File: src/rtl/dram_pkg.sv
// Shared DRAM controller definitions: command encodings driven on the
// cmd bus and the state encoding of the refresh engine FSM.
package dram_pkg;

    localparam logic [1:0] CMD_NOP     = 2'b00;
    localparam logic [1:0] CMD_READ    = 2'b01;
    localparam logic [1:0] CMD_WRITE   = 2'b10;
    localparam logic [1:0] CMD_REFRESH = 2'b11;

    typedef enum logic [2:0] {
        IDLE     = 3'd0,
        WAIT_GNT = 3'd1,
        REQ      = 3'd2,
        REL      = 3'd3,
        NEXT     = 3'd4
    } ref_state_e;

endpackage

File: src/rtl/dram_refresh_timer.sv
// Refresh interval timer: free-running down-counter that emits a one-cycle
// expire pulse while it sits at zero, then reloads REFRESH_INTERVAL-1.
module dram_refresh_timer #(
    parameter int REFRESH_INTERVAL = 1024
) (
    input  logic clk,
    input  logic rst_b,
    output logic expire
);

    localparam int CNT_W = (REFRESH_INTERVAL > 1) ? $clog2(REFRESH_INTERVAL) : 1;
    localparam logic [CNT_W-1:0] RELOAD = CNT_W'(REFRESH_INTERVAL - 1);

    logic [CNT_W-1:0] cnt_q, cnt_d;

    // Terminal-count compare and reload / decrement selection
    always_comb begin
        expire = (cnt_q == '0);
        cnt_d  = expire ? RELOAD : cnt_q - CNT_W'(1);
    end

    // Counter register, starts a full interval out of reset
    always_ff @(posedge clk or negedge rst_b) begin
        if (!rst_b) cnt_q <= RELOAD;
        else        cnt_q <= cnt_d;
    end

endmodule

File: src/rtl/dram_refresh_ctrl.sv
// Periodic DRAM refresh engine. Tracks postponed refresh events, requests
// the bus from the access FSM and, once granted, issues one REFRESH per bank
// for the current row over the cmd_req/cmd_ack four-phase handshake.
// Optional build macro DRAM_REFRESH_STATS_EN enables the refresh_cnt
// completed-row counter; without it refresh_cnt reads as 0.
//
//   state    | meaning
//   ---------+-----------------------------------------------
//   IDLE     | no refresh pending
//   WAIT_GNT | refresh pending, waiting for access FSM grant
//   REQ      | cmd_req high with CMD_REFRESH, waiting for ack
//   REL      | cmd_req low, waiting for ack to drop
//   NEXT     | advance bank, or finish the row
module dram_refresh_ctrl
    import dram_pkg::*;
#(
    parameter int NUM_OF_BANKS     = 8,
    parameter int NUM_OF_ROWS      = 128,
    parameter int REFRESH_INTERVAL = 1024,
    parameter int MAX_POSTPONE     = 4,
    localparam int BANK_W = $clog2(NUM_OF_BANKS),
    localparam int ROW_W  = $clog2(NUM_OF_ROWS)
) (
    input  logic              clk,
    input  logic              rst_b,
    input  logic              ref_gnt,
    input  logic              cmd_ack,
    output logic              cmd_req,
    output logic [1:0]        cmd,
    output logic [BANK_W-1:0] ref_bank_id,
    output logic [ROW_W-1:0]  ref_row_id,
    output logic              refresh_flag,
    output logic              refresh_urgent,
    output logic              refresh_busy,
    output logic              refresh_overrun,
    output logic [15:0]       refresh_cnt
);

    localparam int PEND_W = $clog2(MAX_POSTPONE + 1);
    localparam logic [PEND_W-1:0] PEND_MAX  = PEND_W'(MAX_POSTPONE);
    localparam logic [BANK_W-1:0] LAST_BANK = BANK_W'(NUM_OF_BANKS - 1);
    localparam logic [ROW_W-1:0]  LAST_ROW  = ROW_W'(NUM_OF_ROWS - 1);

    ref_state_e        state_q, state_d;
    logic [PEND_W-1:0] pending_q, pending_d;
    logic [BANK_W-1:0] bank_q, bank_d;
    logic [ROW_W-1:0]  row_q, row_d;
    logic              flag_q, urgent_q, busy_q, overrun_q, overrun_d;
    logic              expire, row_done;

    dram_refresh_timer #(
        .REFRESH_INTERVAL(REFRESH_INTERVAL)
    ) u_timer (
        .clk    (clk),
        .rst_b  (rst_b),
        .expire (expire)
    );

    // Pending-event bookkeeping; a simultaneous expire and row_done cancel out
    always_comb begin
        pending_d = pending_q;
        overrun_d = overrun_q;
        if (expire && !row_done) begin
            if (pending_q == PEND_MAX) overrun_d = 1'b1;
            else                       pending_d = pending_q + PEND_W'(1);
        end else if (!expire && row_done) begin
            pending_d = pending_q - PEND_W'(1);
        end
    end

    // FSM state register
    always_ff @(posedge clk or negedge rst_b) begin
        if (!rst_b) state_q <= IDLE;
        else        state_q <= state_d;
    end

    // FSM next-state logic; end of row looks at the post-update pending count
    always_comb begin
        state_d = state_q;
        case (state_q)
            IDLE:     if (flag_q)   state_d = WAIT_GNT;
            WAIT_GNT: if (ref_gnt)  state_d = REQ;
            REQ:      if (cmd_ack)  state_d = REL;
            REL:      if (!cmd_ack) state_d = NEXT;
            NEXT: begin
                if (bank_q != LAST_BANK)   state_d = REQ;
                else if (pending_d != '0)  state_d = WAIT_GNT;
                else                       state_d = IDLE;
            end
            default:                  state_d = IDLE;
        endcase
    end

    // FSM outputs: handshake request, command code and end-of-row strobe
    always_comb begin
        cmd_req  = (state_q == REQ);
        cmd      = cmd_req ? CMD_REFRESH : CMD_NOP;
        row_done = (state_q == NEXT) && (bank_q == LAST_BANK);
    end

    // Bank / row address advance
    always_comb begin
        bank_d = bank_q;
        row_d  = row_q;
        if (state_q == NEXT) begin
            if (bank_q != LAST_BANK) begin
                bank_d = bank_q + BANK_W'(1);
            end else begin
                bank_d = '0;
                row_d  = (row_q == LAST_ROW) ? '0 : row_q + ROW_W'(1);
            end
        end
    end

    // Datapath and registered status flags
    always_ff @(posedge clk or negedge rst_b) begin
        if (!rst_b) begin
            pending_q <= '0;
            overrun_q <= 1'b0;
            bank_q    <= '0;
            row_q     <= '0;
            flag_q    <= 1'b0;
            urgent_q  <= 1'b0;
            busy_q    <= 1'b0;
        end else begin
            pending_q <= pending_d;
            overrun_q <= overrun_d;
            bank_q    <= bank_d;
            row_q     <= row_d;
            flag_q    <= (pending_d != '0);
            urgent_q  <= (pending_d == PEND_MAX);
            busy_q    <= (state_d != IDLE);
        end
    end

`ifdef DRAM_REFRESH_STATS_EN
    logic [15:0] stat_cnt_q;

    // Completed-row counter, saturating
    always_ff @(posedge clk or negedge rst_b) begin
        if (!rst_b)                                stat_cnt_q <= 16'd0;
        else if (row_done && stat_cnt_q != 16'hFFFF) stat_cnt_q <= stat_cnt_q + 16'd1;
    end

    assign refresh_cnt = stat_cnt_q;
`else
    assign refresh_cnt = 16'd0;
`endif

    assign ref_bank_id     = bank_q;
    assign ref_row_id      = row_q;
    assign refresh_flag    = flag_q;
    assign refresh_urgent  = urgent_q;
    assign refresh_busy    = busy_q;
    assign refresh_overrun = overrun_q;

endmodule

File: config.mk
export PLATFORM = sky130hd
export DESIGN_NAME = dram_refresh_ctrl
export DESIGN_NICKNAME = d
export VERILOG_FILES = /design/src/rtl/dram_pkg.sv /design/src/rtl/dram_refresh_timer.sv /design/src/rtl/dram_refresh_ctrl.sv
export SDC_FILE = /design/constraint.sdc
export NUM_CORES = 1
export LEC_CHECK = 0
export BUFFER_PORTS_ARGS = -buffer_cell sky130_fd_sc_hd__buf_4
export CAP_MARGIN = 0
export CORE_ASPECT_RATIO = 0.75
export CORE_MARGIN = 4
export CORE_UTILIZATION = 48
export DETAILED_ROUTE_END_ITERATION = 10
export HOLD_SLACK_MARGIN = 0.03
export PLACE_DENSITY = 0.75
export SLEW_MARGIN = 20
export SYNTH_ARGS = -nofsm -noshare
export SYNTH_HDL_FRONTEND = slang
export SYNTH_SLANG_ARGS = --single-unit
export TNS_END_PERCENT = 5
File: constraint.sdc
create_clock -name clk -period 2 [get_ports clk]
set_input_delay 0.2 -clock clk [delete_from_list [all_inputs] [get_ports clk]]
set_output_delay 0.2 -clock clk [all_outputs]
set_load 0.1 [all_outputs]
* Yosys cells after proc, flatten, opt, wreduce, memory -nomap -nowiden
Index checks and enable logic that the tools add are counted.
** Word-level totals
- Bits in registers :: 30
- Bits of input ports :: 4
- Output and inout bits :: 33
- Logic and storage cells :: 49
** Operators by class
- Add/subtract/negate cells :: 5
- Equality and inequality tests :: 9
- Mux-type cells :: 14
- Bitwise logic cells :: 1
- Reductions and logical operators :: 11
** Operators by type and width (number)
- 3-bit 2-to-1 mux :: 8
- 3-bit case mux with 5 select lines :: 1
- 3-bit == test (second input constant) :: 4
- 10-bit logical NOT :: 1
- 10-bit 2-to-1 mux :: 1
- 10-bit by 1-bit subtractor with 10-bit output (second input constant) :: 1
- 7-bit by 1-bit adder with 7-bit output (second input constant) :: 1
- 7-bit == test (second input constant) :: 1
- 7-bit 2-to-1 mux :: 1
- 3-bit by 1-bit adder with 3-bit output (second input constant) :: 2
- 3-bit by 2-bit == test with 1-bit output (second input constant) :: 2
- 3-bit nonzero test :: 2
- 2-bit 2-to-1 mux :: 2
- 2-bit AND reduction :: 2
- 3-bit by 1-bit == test with 1-bit output (second input constant) :: 1
- 1-bit logical AND :: 3
- 3-bit logical NOT :: 1
- 3-bit != test (second input constant) :: 1
- 3-bit by 1-bit subtractor with 3-bit output (second input constant) :: 1
- 1-bit logical NOT :: 2
- 1-bit 2-to-1 mux :: 1
- 1-bit NOT :: 1

* Logic depth before layout (Yosys ltp)
- Word-level depth :: 10
- Gate-level depth with buffers :: 8
- Depth with buffers taken out :: 7

* Hierarchy
A second synthesis with hierarchy kept.
** Second synthesis, totals
- Cells, all modules :: 172
- Area total of the unflattened synthesis :: 1727.9 µm²
** Modules (own cells, without submodules)
- dram_refresh_ctrl :: times used 1, cells each 124, area each 1211.2 µm², sequential area each 500.5 µm²
- dram_refresh_timer :: times used 1, cells each 48, area each 516.7 µm², sequential area each 262.8 µm²

* Least setup slack after synthesis
Ideal clock, no wire load.
- Path type :: register -> output
- Start point :: register state_q[1]
- End point :: output cmd[0]
- Arrival :: 3486 ps
- Required time :: 1800 ps
- Setup slack :: -1686 ps
- Cell stages (with the launch flop) :: 4
- Buffers on the path :: 2
- Cell sequence :: dfrtp_1 clkbuf_1 nor3b_1 buf_4
** On the way
- Cells in the longest elaborated chain, start to end :: 2
** Ends and longest elaborated chain
- start: declaration :: line dram_refresh_ctrl.sv:44 : ref_state_e state_q, state_d;
- start signal: assignment :: line dram_refresh_ctrl.sv:74 : else state_q <= state_d;
- 3-bit by 2-bit == test with 1-bit output :: line dram_refresh_ctrl.sv:96 : cmd_req = (state_q == REQ);
- named net cmd_req :: line dram_refresh_ctrl.sv:28 : output logic cmd_req,
- 2-bit 2-to-1 mux :: line dram_refresh_ctrl.sv:97 : cmd = cmd_req ? CMD_REFRESH : CMD_NOP;
- end: declaration :: line dram_refresh_ctrl.sv:29 : output logic [1:0] cmd,
The timed path passes the listed nets, and every way through them passes these cells.

* Worst setup path in the final report
- Start point :: register u_timer.cnt_q[0]
- End point :: register urgent_q, in the netlist refresh_urgent
** On the way
- Cells in the longest elaborated chain, start to end :: 6
- Elaborated cells between the ends (all ways) :: 7
- Classes of those cells :: eq/ne (1); mux (2); reduce/logical (4)
** Ends and longest elaborated chain
- start: declaration :: line dram_refresh_timer.sv:14 : logic [CNT_W-1:0] cnt_q, cnt_d;
- start signal: assignment :: line dram_refresh_timer.sv:25 : else cnt_q <= cnt_d;
- 10-bit logical NOT * :: line dram_refresh_timer.sv:18 : expire = (cnt_q == '0);
- 1-bit logical NOT :: line dram_refresh_ctrl.sv:66 : end else if (!expire && row_done) begin
- 1-bit logical AND :: line dram_refresh_ctrl.sv:66
- 3-bit 2-to-1 mux :: line dram_refresh_ctrl.sv:66
- 3-bit 2-to-1 mux * :: line dram_refresh_ctrl.sv:63 : if (expire && !row_done) begin
- 3-bit == test * :: line dram_refresh_ctrl.sv:131 : urgent_q <= (pending_d == PEND_MAX);
- end signal: assignment :: line dram_refresh_ctrl.sv:131
- end: declaration :: line dram_refresh_ctrl.sv:48 : logic flag_q, urgent_q, busy_q, overrun_q, overrun_d;
Mark *: on every way between the ends. The rest lies on a longest branch, timed or not.
A chain may end at the register's enable or synchronous reset.

==> metrics.txt <==
status=complete, but fails checks; failing checks=setup timing; GRT overflow=0; Die ar.=0.00460 mm²; Cells after Synth=174; First DRT Iteration DRCs=30; post-synthesis mux area share=under 10%; dpl cell area=between 0.002 and 0.0025 mm²; clk sinks=30; Die Y=between 50 and 60 µm; ratio of final minimum period to clock period=110%; Detailed Route WL=about 3.6 mm; CTS H-tree depth=2; placer congestion estimate=approximately 0.81; Antenna Violating Nets Remaining=0; vias in the first global route=about 1.3k; Netlist Area Pre-Place=0.00171 mm²; Synth warnings=0; Leak=1.04 nW; initial antenna violation count=0; Comb pwr share=42.8%; first-pass GRT wire length=between 6 and 7 mm; main combinational cell family by area after synthesis=simple AND/OR/NAND/NOR gates; layout cells sized above 1=between 30% and 40%; critical path required time=2220 ps; Buffers on Ports=20; final hold violations=0; Unique masters post-synth=between 40 and 50; sequential fraction of the synthesis area=~45%; core area=about 0.0034 mm²; fillers=~270; clk_skew=~6.7 ps; mean post-synth cell area=~10 µm²; minimum clock period=between 2000 and 2500 ps; Initial Util=between 50 and 60%; Post-Synth Simple-Gate Area=a little under a fifth; Worst Setup Slack, final=-196 ps; Root Driver=clkbuf_8; TritonCTS clock tree=done; kind of end point of the critical path=register; Max Freq=455 MHz; worst-skew pair later-pin latency=between 200 and 300 ps; Worst VDD drop=approximately 820 µV; Pre-antenna DRT Iters=4; cell area power density=1200 mW/mm²; sw frac=42.2%; total of max-cap violations=0; Rows=18; Final Setup Violations=7; # IOs=37; Clock power frac=29.0%; CTS clk-pin slew, worst paths=~60 ps; compound-cell area share of the yosys netlist=between 10% and 20%; unrepaired setup endpoints after global routing=true; Layout Cells excl Fill=257; Startpoint Class=register; Vias=roughly 1.3k; Synth Area in XOR/XNOR=about 4.6%; routed vias/inst=between 5 and 6; die extent in x=between 70 and 80 µm; dominant synthesized flop cell=dfrtp_1; drt wl/cell=approximately 14 µm; Layout Cell Area excl Fill=0.00217 mm²; synthesized flop and latch total=30; Power Internal=1.51 mW; GR Util All Layers=roughly 18%; Worst EP arrival=between 2000 and 2500 ps; CP Max Fanout=5; Net Sw Power=~1.1 mW; sequential share of power=~28%; antenna cells=0; # nets final=228; Residual DRC=0; WS Path Type=register to register; number of enable flip-flop cells after synthesis=0; Area Growth Syn to Fin=27.0%; max-slew violation count=0; hold crit path type=input port to register; asr flop ratio synth=100%; CTS buffer count=5; placed cell count=248; clk buf depth=2; Post-Synth Adder-Cell Area=around 6%; largest net degree at the start of global routing=31; dpl hpwl=between 2 and 3 mm; total power=about 2.6 mW
==> power groups by stage <==
stage	Combinational, mW	Sequential (mW)	Clock (mW)
floorplan	0.630	1.03	0
global placement	1.09	0.740	0
detailed placement	1.12	0.746	0
CTS	1.12	0.736	0.773
global route	1.17	0.750	0.809
finish	1.12	0.739	0.761
==> cell type report <==
| type | instances | area (µm²) | share of cell area (%) |
|---|---|---|---|
| flip-flops and latches | 30 | 772 | 35.5 |
| clock buffers | 6 | 82.6 | 3.80 |
| inverters | 7 | 26.3 | 1.21 |
| clock inverters | 2 | 60.1 | 2.76 |
| well taps | 40 | 50.0 | 2.30 |
| repair buffers | 44 | 333 | 15.3 |
| multi-input cells | 128 | 851 | 39.1 |
==> worst paths after layout <==
path / from / end / slack (ps) / cells past startpoint
min reg2reg: refresh_overrun / refresh_overrun / 490 / 1
max: u_timer.cnt_q[0] / refresh_urgent / -200 / 7
min in group asynchronous: rst_b / pending_q[0] / 380 / 2
min: cmd_ack / state_q[2] / 120 / 2
max reg2reg: u_timer.cnt_q[0] / refresh_urgent / -200 / 7
max in group asynchronous: rst_b / u_timer.cnt_q[2] / 1300 / 2
==> cells in the mapped netlist, drive strengths merged, types with 3 or more instances <==
library cell / count / area share (%)
buf: 20 / 8.6
dfrtp: 20 / 29
nand2: 16 / 3.5
a21oi: 10 / 2.9
dfstp: 10 / 15
nor3: 10 / 2.9
ha: 8 / 5.8
inv: 7 / 1.5
nor2: 7 / 1.5
xnor2: 7 / 3.6
nor2b: 6 / 2.3
clkbuf: 4 / 0.88
nand3: 4 / 1.2
o21ai: 4 / 1.2
a21o: 3 / 1.3
mux2: 3 / 2.0
==> metal layers <==
metal | up-vias | wire length (µm) | share of wire, % | track usage [%]
li1 | 659 | - | - | -
met1 | 637 | 1710 | 47 | 22.7
met2 | 35 | 1610 | 44 | 27.8
met3 | 7 | 258 | 7.1 | 6.78
met4 | 0 | 42 | 1.2 | 5.33
met5 | - | 0 | 0 | 0
==> cell usage in the layout, fill, tap and decap left out, drive strengths merged, types with 3 or more instances in the layout <==
| master | Yosys | layout |
|---|---|---|
| a21oi | 10 | 10 |
| conb | 1 | 16 |
| ha | 8 | 8 |
| inv | 7 | 7 |
| nand3 | 4 | 4 |
| buf | 20 | 43 |
| o21ai | 4 | 4 |
| nor2 | 7 | 7 |
| a21o | 3 | 3 |
| dfrtp | 20 | 20 |
| mux2 | 3 | 3 |
| xnor2 | 7 | 7 |
| clkbuf | 4 | 6 |
| nor3 | 10 | 10 |
| nor2b | 6 | 6 |
| dfstp | 10 | 10 |
| nand2 | 16 | 16 |
==> sequential cells by signal, summed over array words and instances (netlist names) <==
name,count
pending_q,3
ref_bank_id,3
ref_row_id,7
refresh_busy,1
refresh_flag,1
refresh_overrun,1
refresh_urgent,1
state_q,3
u_timer.cnt_q,10
==> worst max-delay path: stages (launching register included) <==
cell     delay [ps]
dfstp_2         370
inv_1            70
ha_1            160
or4b_4          490
o31a_1          270
or3_1           360
a22oi_2         230
nor2b_2         170
==> per-stage QoR <==
stage,setup slack (ps),hold WS [ps],setup TNS [ps],utilization (%)
floorplan,-262,-95.6,-1500,-
global placement,-155,137,-616,60.0
detailed placement,-219,148,-926,60.0
CTS,-197,105,-863,64.6
global route,-328,99.5,-1720,64.8
finish,-196,116,-868,64.8
==> timing repair <==
| action | in CTS | in global routing |
|---|---|---|
| resized for setup | 1 | 1 |
| pin swaps | 0 | 0 |
| endpoints found under the hold margin | 20 | 0 |
| setup endpoints to repair | 7 | 8 |
| buffers inserted | 0 | 0 |
| hold buffers | 1 | 0 |
==> kinds of logic after synthesis <==
group           count (synthesis)
fa+ha+maj                       8
buf+inv                        31
mux                             5
compound gates                 30
xor+xnor                        9
simple gates                   60
other cells                     1
flops                          30
No activity file was read; power rests on OpenSTA's default activity.
